$ cat config.mk
export PLATFORM = sky130hd
export DESIGN_NAME = agc_controller
export DESIGN_NICKNAME = d
export VERILOG_FILES = /design/src/rtl/agc_controller.sv
export SDC_FILE = /design/constraint.sdc
export NUM_CORES = 1
export LEC_CHECK = 0
export ABC_AREA = 1
export BUFFER_PORTS_ARGS = -buffer_cell sky130_fd_sc_hd__buf_2
export CAP_MARGIN = 10
export CORE_MARGIN = 2
export CORE_UTILIZATION = 55
export DETAILED_ROUTE_END_ITERATION = 8
export GPL_ROUTABILITY_DRIVEN = 0
export PLACE_DENSITY = 0.78
export SYNTH_ARGS = -nofsm -noshare
export SYNTH_HDL_FRONTEND = slang
export SYNTH_SLANG_ARGS = --single-unit
$ cat constraint.sdc
create_clock -name clk -period 4.2 [get_ports clk]
set_input_delay 0 -clock clk [delete_from_list [all_inputs] [get_ports clk]]
set_output_delay 0 -clock clk [all_outputs]
set_load 0.005 [all_outputs]
$ cat src/rtl/agc_controller.sv
// Windowed-peak AGC sequencer: measures envelope peak per window and steps a power-of-two gain.
// Optional increment hang-off after a gain decrement is enabled by defining AGC_HANG_EN.
module agc_controller #(
    parameter int WIN_LOG2   = 8,
    parameter int SETTLE_CYC = 1024,
    parameter int GAIN_MAX   = 7,
    parameter int GAIN_INIT  = 4,
    parameter int HYST       = 8,
    parameter int HANG_WIN   = 4
) (
    input  logic              clk,
    input  logic              RSTb,
    input  logic              enable,
    input  logic signed [7:0] env_in,
    input  logic              env_valid,
    input  logic        [6:0] target,
    output logic        [3:0] gain_shift,
    output logic              gain_upd,
    output logic              settling,
    output logic        [6:0] peak_out
);

    localparam int SET_W = (SETTLE_CYC < 2) ? 1 : $clog2(SETTLE_CYC);
    localparam logic [SET_W-1:0] SETTLE_LAST = SET_W'(SETTLE_CYC - 1);
    localparam logic [3:0] GAIN_MAX_L  = 4'(GAIN_MAX);
    localparam logic [3:0] GAIN_INIT_L = 4'(GAIN_INIT);
    localparam logic [7:0] HYST_L      = 8'(HYST);

    typedef enum logic [1:0] {
        S_IDLE,
        S_MEASURE,
        S_DECIDE,
        S_SETTLE
    } state_t;

    state_t state, state_nxt;

    logic [WIN_LOG2-1:0] cnt;
    logic [6:0]          peak;
    logic [SET_W-1:0]    set_cnt;
    logic [3:0]          gain_nxt;
    logic                gain_chg;
    logic                inc_block;
    logic [7:0]          thr_hi;
    logic [7:0]          thr_lo;
    logic [6:0]          env_clip;

    function automatic logic [6:0] clip_env(input logic signed [7:0] x);
        return x[7] ? 7'd0 : x[6:0];
    endfunction

    function automatic logic [3:0] sat_dec(input logic [3:0] g, input logic [3:0] step);
        return (g > step) ? g - step : 4'd0;
    endfunction

    function automatic logic [3:0] sat_inc(input logic [3:0] g);
        return (g >= GAIN_MAX_L) ? GAIN_MAX_L : g + 4'd1;
    endfunction

    // Band edges are formed 8 bits wide so target+HYST cannot wrap before clamping.
    function automatic logic [7:0] band_hi(input logic [6:0] t);
        logic [7:0] s;
        s = {1'b0, t} + HYST_L;
        return (s > 8'd127) ? 8'd127 : s;
    endfunction

    function automatic logic [7:0] band_lo(input logic [6:0] t);
        return ({1'b0, t} < HYST_L) ? 8'd0 : {1'b0, t} - HYST_L;
    endfunction

    assign env_clip = clip_env(env_in);
    assign thr_hi   = band_hi(target);
    assign thr_lo   = band_lo(target);
    assign settling = (state == S_SETTLE);

    // Gain decision: overload beats high, high beats low; saturation yields no change.
    always_comb begin
        gain_nxt = gain_shift;
        if (peak == 7'd127) begin
            gain_nxt = sat_dec(gain_shift, 4'd2);
        end else if ({1'b0, peak} > thr_hi) begin
            gain_nxt = sat_dec(gain_shift, 4'd1);
        end else if (({1'b0, peak} < thr_lo) && !inc_block) begin
            gain_nxt = sat_inc(gain_shift);
        end
    end

    assign gain_chg = (gain_nxt != gain_shift);

    always_ff @(posedge clk) begin
        if (!RSTb) begin
            state <= S_IDLE;
        end else begin
            state <= state_nxt;
        end
    end

    always_comb begin
        state_nxt = state;
        if (!enable) begin
            state_nxt = S_IDLE;
        end else begin
            case (state)
                S_IDLE:    state_nxt = S_MEASURE;
                S_MEASURE: if (env_valid && (cnt == '1)) state_nxt = S_DECIDE;
                S_DECIDE:  state_nxt = gain_chg ? S_SETTLE : S_MEASURE;
                S_SETTLE:  if (set_cnt == SETTLE_LAST) state_nxt = S_MEASURE;
                default:   state_nxt = S_IDLE;
            endcase
        end
    end

    // Measurement stage: accumulators live only while measuring, cleared in every other state.
    always_ff @(posedge clk) begin
        if (!RSTb) begin
            cnt  <= '0;
            peak <= 7'd0;
        end else if ((state == S_MEASURE) && enable) begin
            if (env_valid) begin
                cnt  <= cnt + 1'b1;
                peak <= (env_clip > peak) ? env_clip : peak;
            end
        end else begin
            cnt  <= '0;
            peak <= 7'd0;
        end
    end

    // Decision stage: publish the window peak and apply any gain step.
    always_ff @(posedge clk) begin
        if (!RSTb) begin
            gain_shift <= GAIN_INIT_L;
            gain_upd   <= 1'b0;
            peak_out   <= 7'd0;
        end else begin
            gain_upd <= 1'b0;
            if ((state == S_DECIDE) && enable) begin
                peak_out <= peak;
                if (gain_chg) begin
                    gain_shift <= gain_nxt;
                    gain_upd   <= 1'b1;
                end
            end
        end
    end

    always_ff @(posedge clk) begin
        if (!RSTb) begin
            set_cnt <= '0;
        end else if ((state == S_SETTLE) && enable) begin
            set_cnt <= set_cnt + 1'b1;
        end else begin
            set_cnt <= '0;
        end
    end

`ifdef AGC_HANG_EN
    localparam int HANG_W = (HANG_WIN < 2) ? 1 : $clog2(HANG_WIN + 1);
    logic [HANG_W-1:0] hang_cnt;

    // Any decrement re-arms the hold-off; otherwise each decision consumes one window.
    always_ff @(posedge clk) begin
        if (!RSTb || !enable) begin
            hang_cnt <= '0;
        end else if (state == S_DECIDE) begin
            if (gain_nxt < gain_shift) begin
                hang_cnt <= HANG_W'(HANG_WIN);
            end else if (hang_cnt != '0) begin
                hang_cnt <= hang_cnt - 1'b1;
            end
        end
    end

    assign inc_block = (hang_cnt != '0);
`else
    localparam int HANG_WIN_UNUSED = HANG_WIN;
    assign inc_block = 1'b0;
`endif

endmodule

Word-level counts from Yosys, hierarchy flattened
Cells that the tools add are included.
{"block": "word_totals", "ff_bits": 39, "word_cells": 57}
{"block": "op_classes", "addsub": 7, "magnitude_cmp": 8, "eq_ne": 9, "mux": 14, "n_reduce_logical": 12}
{"operator": "$mux W4", "count": 6}
{"operator": "$mux W8", "count": 2}
{"operator": "$reduce_and A2 Y1", "count": 7}
{"operator": "$add A10 B1 Y10 const B", "count": 1}
{"operator": "$eq A10 B10 Y1 const B", "count": 1}
{"operator": "$add A7 B4 Y8 const B", "count": 1}
{"operator": "$add A8 B1 Y8 const B", "count": 1}
{"operator": "$eq A8 B8 Y1 const B", "count": 1}
{"operator": "$gt A7 B8 Y1", "count": 1}
{"operator": "$gt A8 B7 Y1 const B", "count": 1}
{"operator": "$lt A7 B8 Y1", "count": 1}
{"operator": "$pmux W2 S4", "count": 1}
{"operator": "$sub A7 B4 Y8 const B", "count": 1}
{"operator": "$eq A7 B7 Y1 const B", "count": 1}
{"operator": "$gt A7 B7 Y1", "count": 1}
{"operator": "$lt A7 B4 Y1 const B", "count": 1}
{"operator": "$mux W7", "count": 1}
{"operator": "$mux W2", "count": 3}
{"operator": "$add A4 B1 Y4 const B", "count": 1}
{"operator": "$eq A2 B2 Y1 const B", "count": 2}
{"operator": "$ge A4 B3 Y1 const B", "count": 1}
{"operator": "$gt A4 B1 Y1 const B", "count": 1}
{"operator": "$gt A4 B2 Y1 const B", "count": 1}
{"operator": "$logic_and A1 B1 Y1", "count": 4}
{"operator": "8 further kinds", "count": 8}

Depth between registers and ports, before layout
Gate-level depths: netlist of the first run.
{"block": "logic_depth", "depth_word": 9, "depth_mapped": 25, "ltp_nobuf": 25}

Least setup slack after synthesis of the first run
OpenSTA, ideal clock, no wires.
{"block": "synth_path", "path_kind": "input to register", "startpoint": "input target[3]", "endpoint": "register gain_shift[3]", "setup_time_ns": 0.113, "arrival_time_ns": 2.155, "setup_slack_ns": 1.931, "stages": 24, "n_path_buf": 0, "path_cell_list": "ha_1 -> inv_1 -> nor3_1 -> inv_1 -> o21ai_0 -> a21oi_1 -> ha_1 -> inv_1 -> nor2_1 -> nand2_1 -> nand2_1 -> nand2_2 -> o21ai_0 -> clkinv_1 -> nand2_1 -> nand2_2 -> nand2_1 -> nand2_1 -> nor2_1 -> nand2_2 -> nand2_4 -> inv_4 -> nor2_1 -> nor2_1"}
{"block": "synth_between", "elab_chain_cells": 8}
{"element": "start: declaration", "line_no": "16", "text": "input logic [6:0] target,"}
{"element": "$add A7 B4 Y8, or another cell as far along", "line_no": "63", "text": "s = {1'b0, t} + HYST_L;"}
{"element": "$gt A8 B7 Y1 or $mux W8 (tied branches)", "line_no": "64, 68"}
{"element": "$mux W8 or $lt A7 B8 Y1 (tied branches)", "line_no": "64, 83"}
{"element": "$gt A7 B8 Y1 or $mux W4 (tied branches)", "line_no": "81, 83"}
{"element": "$mux W4 *", "line_no": "81", "text": "end else if ({1'b0, peak} > thr_hi) begin"}
{"element": "$mux W4 *", "line_no": "79", "text": "if (peak == 7'd127) begin"}
{"element": "$ne A4 B4 Y1", "line_no": "88", "text": "assign gain_chg = (gain_nxt != gain_shift);"}
{"element": "$reduce_and A2 Y1 (no source line)"}
{"element": "end signal: assignment", "line_no": "140", "text": "gain_shift <= gain_nxt;"}
{"element": "end: declaration", "line_no": "17", "text": "output logic [3:0] gain_shift,"}
Every way passes the cells marked *; elsewhere a longest branch is shown, timed or not.
A chain may end at the register's enable or synchronous reset.

Final worst setup path of the first run
{"block": "layout_path", "startpoint": "register gain_shift[1]", "endpoint": "register gain_shift[3]"}
{"block": "layout_between", "elab_chain_cells": 7}
{"element": "$add A4 B1 Y4 or $ge A4 B3 Y1 (tied branches)", "line_no": "57", "text": "return (g >= GAIN_MAX_L) ? GAIN_MAX_L : g + 4'd1;"}
{"element": "$mux W4", "line_no": "57"}
{"element": "$mux W4", "line_no": "83", "text": "end else if (({1'b0, peak} < thr_lo) && !inc_block) begin"}
{"element": "$mux W4", "line_no": "81"}
{"element": "$mux W4", "line_no": "79"}
{"element": "$ne A4 B4 Y1", "line_no": "88"}
{"element": "$reduce_and A2 Y1 (no source line)"}
Parallel ways exist; a longest one is shown, timed or not.

==> summary.md, run 1 <==
| Metric | Value |
|---|---|
| CP bufs+invs | 3 |
| Die X | 74.68 um |
| Count of input and output buffers | 31 |
| Fraction of registers with async set or reset after synthesis | 0% |
| Switching fraction of total power | between 20 and 30% |
| Via count | 2512 |
| # clock sinks | 39 |
| DP Wirelength | approximately 4500 um |
| Initial DRT Pass Iterations | 4 |
| GRT overflow | 0 |
| # nets final | 495 |
| Die Ht | 74.68 um |
| Fillers | between 400 and 500 |
| Metal-1 WL | 2758 um |
| Clock Skews | roughly 0.0020 ns |
| Sequential share of power | between 50% and 60% |
| Top delay family on crit path | simple AND/OR/NAND/NOR gates |
| Initial DRC Count | roughly 140 |
| Reg2Reg Setup Slack | about 1.7 ns |
| Yosys warnings | 0 |
| Status | complete, no violations |
| Comb power frac | 13.5% |
| Crit-path max cell delay | roughly 0.48 ns |
| Final Hold Fails | 0 |
| Top FF cell, synth | dfxtp_1 |
| Wire length on met2 | between 2000 and 3000 um |
| Syn Nets | 460 |
| Top layer in use | met4 |
| Mapped Area | roughly 0.0027 sq mm |
| Initial antenna violation count | 0 |
| Post-Syn Area per Cell | 6.751 sq um |
| Total of max-cap violations | 0 |
| Max Fclk | approximately 400 MHz |
| Layout cells sized above 1 | between 10% and 20% |
| Most frequent cell on the critical path | nand2_1 |
| Yosys top cell area share | between 20% and 30% |
| Max_slew headroom | 47.85% |
| # rows | 25 |
| Clock slew at reported path FFs | 0.07 ns |
| Clock Latency Late Sink | roughly 0.28 ns |
| Least-Margin Pin Slew | 0.7793 ns |
| Postcts setup bufs | 0 |
| Leading area contributor after synthesis | dfxtp_1 |
| Area Growth Syn to Fin | 11.02% |
| Residual DRC | 0 |
| Leak pwr | between 1.5 and 2 nW |
| PD cells | ~230 mW/mm^2 |
| Final Cycle Share | about three fifths |
| Pin count of the biggest net entering global routing | 16 |
| Core area | 0.004786 sq mm |
| CTS resizes | 0 |
| Critical Path Fanout Max | 8 |
| Post-synth EDFFs | 0 |
| Post-route minimum period | 2.476 ns |
| Met3 WL | approximately 190 um |
| WL final | ~5600 um |
| Final Max Slew Viols | 0 |
| Critical path type | reg2reg |
| Hold crit path type | in2reg |
| Vias per cell | between 4 and 5 |
| CP required | around 4.4 ns |
| Initial Utilization | 57.41% |
| Vias in the first global route | approximately 2300 |
| Pint | between 500 and 600 uW |
| Unrepaired setup endpoints after global routing | no |
| Clock Tree Buf Depth | 2 |
| #FFs+latches synth | 39 |
| Count leader, synth | nand2_1 |
| Fin Setup TNS | 0 ns |
| Hold WS | ~0.0094 ns |
| Ranking of synthesized cells by area | dfxtp_1 (28%), ha_1 (15%), nand2_1 (11%), inv_1 (8.5%), nor2_1 (6.4%) |
| Setup crit end kind | register |
| Post-route ant nets | 0 |
| Synth top cells by count | nand2_1 (84), inv_1 (62), nor2_1 (47) |
| Slowest-stage cell, CP | dfxtp_1 |
| Full die area | 0.005577 sq mm |
| Num CTS Buffers | 5 |
| Arr. time, crit path | 2.66 ns |
| CP Cell Sequence | inv_1 > ha_1 > o21ai_1 > nand2_1 > nand3_1 > nand2_1 > inv_1 > nand2_1 > nand2_1 > nand2_1 > nand2_1 > nand2_1 > nor2_1 > nand2_2 > nand2_4 > inv_4 > nor2_1 > nor2_1 |
| Clock network power share | around a third |
| First-pass GRT wire length | 9618 um |
| Clock tree from TritonCTS | built |
| GRT Util Overall | 22.01% |
| DR WL/cell | about 11 um |
| Library cells used by synthesis | 32 |
| Final setup fails | 0 |
| Switch Pwr | roughly 180 uW |
| Num ports | 32 |
| H-tree Lvls | 2 |
| Sequential share of the synthesized area | 28.42% |
| CTS Root Cell | clkbuf_8 |
| Crit start category | register |
| Worst VDD drop | 0.2360 mV |
| Cts hold-fix bufs | 0 |
| ANT cells | 0 |
| Post-synthesis cell count | around 400 |
==> stage by stage <==
step / cell area [sq um] / worst slack [ns] / utilization (%) / power (mW) / std cells
global placement: 2978 / 1.634 / 62.22 / 0.4738 / 502
floorplan: 2748 / 1.931 / - / 0.4489 / 407
detailed placement: 2978 / 1.493 / 62.22 / 0.4768 / 502
finish: 3050 / 1.724 / 63.74 / 0.6965 / 508
CTS: 3050 / 1.774 / 63.74 / 0.7003 / 508
global route: 3050 / 1.341 / 63.74 / 0.7326 / 508
==> cell families after synthesis <==
group | Yosys count | synth area share, %
compound gates | 78 | 15.07
simple gates | 183 | 30.74
fa+ha+maj | 34 | 15.48
xor+xnor | 1 | 0.3188
buf+inv | 72 | 9.972
flops | 39 | 28.42
==> routing by layer <==
layer  up-vias  track usage, %
met2        40           38.25
met5         -               0
met1      1097           27.99
met4         0           4.762
met3         2           5.087
li1       1373               -
==> power groups by stage <==
stage          clock, mW  combinational (mW)  sequential, mW
2_1_floorplan          0              0.0669           0.382
3_3_place_gp           0              0.0911           0.383
3_5_place_dp           0              0.0940           0.383
4_1_cts            0.231              0.0945           0.374
5_1_grt            0.249               0.109           0.374
6_report           0.228              0.0941           0.374
==> worst paths after layout <==
check,start,to,cells after the start
setup / recovery,gain_shift[1],gain_shift[3],18
hold / removal,RSTb,gain_shift[2],2
setup reg to reg,gain_shift[1],gain_shift[3],18
hold reg to reg,set_cnt[0],set_cnt[0],1
==> registers in the layout, indices dropped and copies added (netlist names) <==
name and cells:
set_cnt 10, cnt 8, peak 7, peak_out 7, gain_shift 4, state 2, gain_upd 1
==> area by class of cell <==
class                           count  area (sq um)  share of cell area (%)
Tap cell                           67         83.83                   2.748
Timing Repair Buffer               32         162.7                   5.332
Clock buffer                        6         72.57                   2.379
Multi-Input combinational cell    296          1693                   55.50
Sequential cell                    39         780.7                   25.59
Inverter                           68         257.7                   8.450
==> cells in the final DEF, fill, tap and decap left out, drive strengths merged, types with 3 or more instances in the layout <==
master and count:
a21oi 38, buf 32, clkbuf 6, dfxtp 39
ha 34, inv 67, nand2 99, nand3 18
nand4 3, nor2 51, nor3 6, o21ai 36
or2 3
No activity file was read; power rests on OpenSTA's default activity.
==> run 2, diff against run 1 <==
- CORE_UTILIZATION: 55 -> 53
- clock period: 4.2 -> 2.12 ns (I/O delays scaled with it)
==> run 2 against run 1 <==
The run now ends with negative setup slack left; clock power grew 110%; die area grew 3.6%; via count grew 14%; sequential power grew 98%; count of clock-buffer cells in the layout shrank 1.
==> summary.md, run 2 (same netlist as run 1, synthesis figures left out) <==
| Metric | Value |
|---|---|
| WL final | 7083 um (was 5573 um) |
| Unrepaired setup endpoints after global routing | yes (was no) |
| Setup crit end kind | register (unchanged) |
| Status | finished, violations left (was complete, no violations) |
| Least-Margin Pin Slew | 0.3936 ns (was 0.7793 ns) |
| Initial DRT Pass Iterations | 4 (unchanged) |
| Most frequent cells in the layout | nand2_1 (69), inv_1 (54), nor2_1 (44), buf_4 (43) (was nand2_1 (84), inv_1 (62), nor2_1 (47), dfxtp_1 (39), a21oi_1 (35)) |
| Crit path from | target[5] (was gain_shift[1]) |
| PD cells | 414.6 mW/mm^2 (was 228.3 mW/mm^2) |
| Most flop-heavy register | set_cnt (unchanged) |
| Max_slew headroom | 73.73% (was 47.85%) |
| Initial Utilization | 54.49% (was 57.41%) |
| Initial antenna violation count | 0 (unchanged) |
| Comb power frac | 19.5% (was 13.5%) |
| Worst VDD drop | 0.4482 mV (was 0.2360 mV) |
| Switching fraction of total power | 27.66% (was 25.39%) |
| Clock Latency Late Sink | 0.29 ns (was 0.28 ns) |
| H-tree Lvls | 2 (unchanged) |
| # rows | 26 (was 25) |
| Num ports | 32 (unchanged) |
| Placed cells | 535 (was 502) |
| # clock sinks | 39 (unchanged) |
| Post-route ant nets | 0 (unchanged) |
| Final Max Slew Viols | 0 (unchanged) |
| Die X | 76 um (was 74.68 um) |
| Post-Layout Cell Count | 559 (was 508) |
| GRT overflow | 0 (unchanged) |
| Number of flip-flops in the largest register | 10 (unchanged) |
| Clock Skews | 0.004374 ns (was 0.001985 ns) |
| Full die area | 0.005776 sq mm (was 0.005577 sq mm) |
| Fin Setup TNS | -0.7353 ns (was 0 ns) |
| CTS Root Cell | clkbuf_8 (unchanged) |
| Pint | 1.096 mW (was 519.7 uW) |
| Clock tree from TritonCTS | built (unchanged) |
| Count of input and output buffers | 31 (unchanged) |
| Leak pwr | 1.813 nW (was 1.555 nW) |
| Hold WS | 0.04185 ns (was 0.009422 ns) |
| Reg2Reg Depth | 17 (was 18) |
| First-pass GRT wire length | 11360 um (was 9618 um) |
| Area Growth Syn to Fin | 33.06% (was 11.02%) |
| Sequential share of power | 48.8% (was 53.7%) |
| Final Hold Fails | 0 (unchanged) |
| RR Startpoint | peak[5] (was gain_shift[1]) |
| Vias per cell | 5.120 (was 4.945) |
| Crit start category | primary input (was register) |
| Post-route minimum period | between 2 and 2.5 ns |
| Failing checks | negative setup slack |
| Core area | 0.005042 sq mm (was 0.004786 sq mm) |
| Switch Pwr | 419.2 uW (was 176.9 uW) |
| Hold crit path type | in2reg (unchanged) |
| DR WL/cell | 12.67 um (was 10.97 um) |
| Layout cells sized above 1 | 34.76% (was 15.87%) |
| Clock slew at reported path FFs | 0.07 ns (about the same) |
| Reg2Reg Setup Slack | -0.07 ns (was 1.72 ns) |
| Most common cell after layout, fill and taps aside | nand2_1 (unchanged) |
| Clock Tree Buf Depth | 2 (unchanged) |
| Cell area after layout | 0.003656 sq mm (was 0.003050 sq mm) |
| Critical path type | in2reg (was reg2reg) |
| DP Wirelength | 4653 um (was 4452 um) |
| ANT cells | 0 (unchanged) |
| Arr. time, crit path | 2.47 ns (was 2.66 ns) |
| Final Util | 72.51% (was 63.74%) |
| Post-route worst setup slack | -0.1599 ns (was 1.724 ns) |
| Final Cycle Share | 107.5% |
| # nets final | 541 (was 495) |
| Critical Path Fanout Max | 6 (was 8) |
| Final setup fails | 6 (was 0) |
| Via count | 2862 (was 2512) |
| CP required | 2.31 ns (was 4.38 ns) |
| Initial DRC Count | 154 (was 139) |
| Vias in the first global route | 2709 (was 2318) |
| Max Fclk | ~440 MHz |
| Num CTS Buffers | 5 (unchanged) |
| Setup WS pre-CTS | -0.3852 ns (was 1.493 ns) |
| Total of max-cap violations | 0 (unchanged) |
| Critical Path End | gain_shift[3] (unchanged) |
| Post-Place Cell Area | 0.003223 sq mm (was 0.002978 sq mm) |
| Total Power | 1.516 mW (was 696.5 uW) |
| Die Ht | 76 um (was 74.68 um) |
| Top flop regs | set_cnt: 10 flops, cnt: 8 flops (unchanged) |
| Residual DRC | 0 (unchanged) |
| Clock network power share | 31.7% (was 32.7%) |
| GRT Util Overall | 23.41% (was 22.01%) |
| Pin count of the biggest net entering global routing | 16 (unchanged) |
| FF-to-FF End | gain_shift[3] (unchanged) |
| Worst Hold Launch | env_valid (was RSTb) |
-- run 2: layout make-up --
cell class / instances / area, sq um
Fill cell: 398 / 1386
Multi-Input combinational cell: 296 / 1894
Inverter: 68 / 262.8
Sequential cell: 39 / 792.0
Clock inverter: 3 / 15.01
Clock buffer: 5 / 68.82
Tap cell: 70 / 87.58
Timing Repair Buffer: 78 / 535.5
-- run 2: timing repair --
action,in CTS,in global routing
hold buffers,1,0
endpoints found under the setup margin,5,13
cloned,0,1
endpoints found under the hold margin,1,0
setup buffers,9,5
pin swaps,19,26
gates resized for setup,21,54
-- run 2: routing by layer --
metal	wire, um	GRT usage [%]	share of wire, %	vias up
met5	0	0	0	-
met4	238	8.364	3.4	0
met3	242	3.910	3.4	27
met2	3555	41.61	50	66
met1	3046	28.56	43	1296
li1	-	-	-	1473
-- run 2: power groups by stage --
stage	clock network [mW]	registers [mW]	logic, mW
finish	0.480	0.740	0.295
global route	0.531	0.740	0.328
CTS	0.497	0.740	0.241
detailed placement	0	0.757	0.216
global placement	0	0.757	0.211
floorplan	0	0.757	0.134
-- run 2: worst max-delay path: stages --
cell	delay (ns)
buf_2	0.09
inv_2	0.06
nor3_1	0.34
o21ai_1	0.12
a21oi_1	0.17
ha_1	0.27
inv_2	0.08
nor2_1	0.05
nor2_1	0.14
nand2_2	0.11
nand2_4	0.13
buf_6	0.11
nand2_1	0.06
nand2_2	0.09
nand2_2	0.07
nand2_2	0.06
nand2_1	0.06
nor2_2	0.11
nand2_2	0.08
nand2_4	0.10
inv_4	0.06
nor2_1	0.08
nor2_1	0.04
-- run 2: how the worst min path moves through the flow --
stage	end	slack, ns	depth (start not counted)
3_5_place_dp	gain_shift[2]	0.30	2
2_1_floorplan	peak_out[0]	0.14	2
4_1_cts	cnt[1]	0.02	3
6_report	cnt[1]	0.04	3
3_3_place_gp	gain_shift[2]	0.29	2
5_1_grt	gain_shift[1]	0.05	3
